File: src/rtl/full_adder.sv
// One-bit full adder with a combinational result path (safe to ripple-chain
// Cout-to-Cin) and a single registered stage that counts accepted operations.
module full_adder (
  input  logic        clk,
  input  logic        reset,
  input  logic        A,
  input  logic        B,
  input  logic        Cin,
  input  logic        in_valid,
  output logic        sum,
  output logic        Cout,
  output logic        p,
  output logic        g,
  output logic        sum_q,
  output logic        cout_q,
  output logic        out_valid,
  output logic [15:0] op_count
);

  logic        sum_p1;
  logic        cout_p1;
  logic        vld_p1;
  logic [15:0] cnt_p1;

  function automatic logic fa_sum(input logic a, input logic b, input logic c);
    return a ^ b ^ c;
  endfunction

  function automatic logic fa_carry(input logic gen, input logic prop, input logic c);
    return gen | (prop & c);
  endfunction

  // Stage p0: combinational; reset and in_valid deliberately do not reach here.
  assign p    = A ^ B;
  assign g    = A & B;
  assign sum  = fa_sum(A, B, Cin);
  assign Cout = fa_carry(g, p, Cin);

  // Stage p1: registered result, qualifier and operation counter.
  always_ff @(posedge clk) begin
    if (reset) begin
      sum_p1  <= 1'b0;
      cout_p1 <= 1'b0;
      vld_p1  <= 1'b0;
      cnt_p1  <= 16'h0000;
    end else begin
      vld_p1 <= in_valid;
      if (in_valid) begin
        sum_p1  <= sum;
        cout_p1 <= Cout;
        cnt_p1  <= cnt_p1 + 16'd1;
      end
    end
  end

  assign sum_q     = sum_p1;
  assign cout_q    = cout_p1;
  assign out_valid = vld_p1;
  assign op_count  = cnt_p1;

endmodule

File: config.mk
export PLATFORM = sky130hd
export DESIGN_NAME = full_adder
export DESIGN_NICKNAME = d
export VERILOG_FILES = /design/src/rtl/full_adder.sv
export SDC_FILE = /design/constraint.sdc
export NUM_CORES = 1
export LEC_CHECK = 0
export BUFFER_PORTS_ARGS = -buffer_cell sky130_fd_sc_hd__buf_2
export CAP_MARGIN = 25
export CORE_MARGIN = 10
export CORE_UTILIZATION = 43
export DETAILED_ROUTE_END_ITERATION = 7
export GPL_ROUTABILITY_DRIVEN = 0
export HOLD_SLACK_MARGIN = 0.06
export PLACE_DENSITY = 0.79
export SYNTH_ARGS = -nofsm -noshare
export SYNTH_HDL_FRONTEND = slang
export SYNTH_SLANG_ARGS = --single-unit
File: constraint.sdc
create_clock -name clk -period 1.5 [get_ports clk]
set_input_delay 0.15 -clock clk [delete_from_list [all_inputs] [get_ports clk]]
set_output_delay 0.15 -clock clk [all_outputs]
set_load 0.01 [all_outputs]
==> results.ini <==
[drt]
drt_first_pass_iters=4
wl_mm=2.041
wl_met1_um=858
postRouteAntennaNets=0
drc=0
post_drt_wl_per_cell_um=12.52
avgViaCountPerCell=4.926
highest_layer=met4
dr_total_vias=803
wl_met3_um=105
drt_iter0_markers=5
wl_met2_mm=1.067

[run]
max-cap-violations=0

[sta]
fin_ws_ns=0.01805
finalClockSkew_ns=0.002373
fin_setup_tns_ns=0
rsz0062_at_grt=yes
period_minus_slack_ns=1.482
fin_crit_sh=0.9880
fmax_mhz=674.8
setup_viol=0
worstMarginPinSlew_ns=0.3700
slew_viol_final=0
hold_viol=0
slew_headroom=0.7533

[setup_path]
path_max_fanout=2
crit_path_start=op_count[8]$_SDFFE_PP0P_
cp_data_required_time_ns=1.72
endpoint_kind=flip-flop
r2r_end=op_count[14]$_SDFFE_PP0P_
ff2ff_path_depth=4
path_class=reg2reg
setup.worst_path.start_class=flip-flop
arrival_ns=1.70
rrSetupSlack_ns=0.02
reg2reg_from=op_count[8]$_SDFFE_PP0P_

[pwr]
vdd_drop_max_uv=475.0
comb_power_share=0.112
cellInternalPower_uw=656.8
switchingPower_uw=206.1
clockPowerShare=0.286
total_power_uw=862.9
pwr-share-seq=0.602
power.density_nw_per_um2=726.7
switching_share=0.2388
p_leak_uw=0.0005304

[logic_synthesis]
syn_inst=94
synth.distinct_cells=27
ys_seq_elements=19
yosys.area.top_type_share=0.4406
synth_edf_count=0
synth.area.top_cells=dfxtp_1, nor2_1, xnor2_1, xor2_1, mux2i_1
syn-cell-area_um2=863.3
syn_avg_cell_area_um2=9.184
postSynth.asyncResetShare=0
synth_top_cell_by_area=dfxtp_1
ys_seq_area_frac=0.4406
synth_flop_cell=dfxtp_1
syn_nets=103
ys.warnings.count=0

[cts]
clk_pin_slew_ns=0.10
clkLatencyLatePin_ns=0.28
htree_levels=1
cts-root-buf=clkbuf_4
cts_buffers=3
cts.sinks=19
clock_path_buffers=2
cts_hold_buf=0
cts_tree=done

[hold_path]
hold_path.class=in2reg
hold_depth=2
whs_endpoint=op_count[10]$_SDFFE_PP0P_
worstHoldStart=reset

[layout]
fillers=168
final_cell_mix=buf_2, nor2_1, dfxtp_1, buf_4, xnor2_1
instances_no_fill=163
syn_to_final_growth_pct=37.54
finish.utilization=0.6115
diodes=0
drive_above_1_share=0.4191
final_common_cell=buf_2
nets=146

[global_routing]
grt_max_degree=23
antenna_found_initial=0
grt_pass1_vias=759
grt_pass1_wl_mm=3.353
grt-ovfl-total=0
grtUsageTotal=0.09829

[die]
start_util=0.4446
die_w_um=64.81
boundaryPins=29
die-area_um2=4200
core-area_um2=1942
dieHeight_um=64.81
rows=16

[place]
io_buffers=28
dpl.cell_count=157
dp_hpwl_mm=1.583
dp_slack_ns=0.01535

[status]
status=finished clean

## flip-flops by register name, indices dropped and copies added, names as in the netlist
signal	flops
op_count	16
sum_q	1
out_valid	1
cout_q	1
## metal layers
layer  global-route usage  up-vias
met2               0.1687       16
met1              0.09891      376
met3              0.04639        2
li1                     -      409
met5                    0        -
met4              0.04545        0
## timing repair
item,4_1_cts,5_1_grt
setup buffers,0,2
resized for setup,2,7
setup endpoints to repair,1,4
pin swaps,0,2
## power groups by stage
stage          Combinational, uW  Clock, uW  Sequential, uW
2_1_floorplan               47.6          0             543
3_3_place_gp                97.2          0             535
3_5_place_dp                98.7          0             536
4_1_cts                     99.0        261             521
5_1_grt                      109        284             521
6_report                    96.7        247             519
## cell type report
cell class,instances,area [um2],share of cell area
Clock buffer,4,26.28,0.02213
Inverter,2,7.507,0.006322
Multi-Input combinational cell,70,486.7,0.4099
Sequential cell,19,395.4,0.3330
Tap cell,27,33.78,0.02845
Timing Repair Buffer,41,237.7,0.2002
## Yosys cell counts, drive strengths merged (2+ instances only)
cell type,instances
xnor2,6
xor2,5
inv,2
nor3,4
ha,2
mux2i,3
clkbuf,2
nor2b,2
nand3,5
nand4,5
a21oi,2
nor2,19
nor4,3
nand2,4
dfxtp,19
## critical path: stages (launching register included)
cell     delay (ns)
dfxtp_4        0.38
nand4_4        0.11
or3_4          0.40
or4_1          0.40
a21oi_1        0.13
## cell families after synthesis
family	synth area share
buffers and inverters	0.02319
xor gates and xnor gates	0.1116
adders and majority gates	0.05217
muxes	0.04783
and+or+nand+nor	0.2725
DFF	0.4406
AOI/OAI and AO/OA	0.05218
## through the flow
stage / hold slack (ns) / area, um2
6_report: 0.2474 / 1187
5_1_grt: 0.2543 / 1187
4_1_cts: 0.2418 / 1144
3_5_place_dp: 0.4792 / 1112
3_3_place_gp: 0.4739 / 1112
2_1_floorplan: 0.3905 / 868.3
## how the worst max path moves through the flow
stage               cells past startpoint  slack, ns                        end
global placement                        4       0.07  op_count[14]$_SDFFE_PP0P_
floorplan                               4      0.002  op_count[14]$_SDFFE_PP0P_
CTS                                     4      0.003  op_count[14]$_SDFFE_PP0P_
detailed placement                      4       0.02  op_count[14]$_SDFFE_PP0P_
global route                            4      -0.02  op_count[14]$_SDFFE_PP0P_
finish                                  4       0.02  op_count[14]$_SDFFE_PP0P_
No activity file was read; power rests on OpenSTA's default activity.
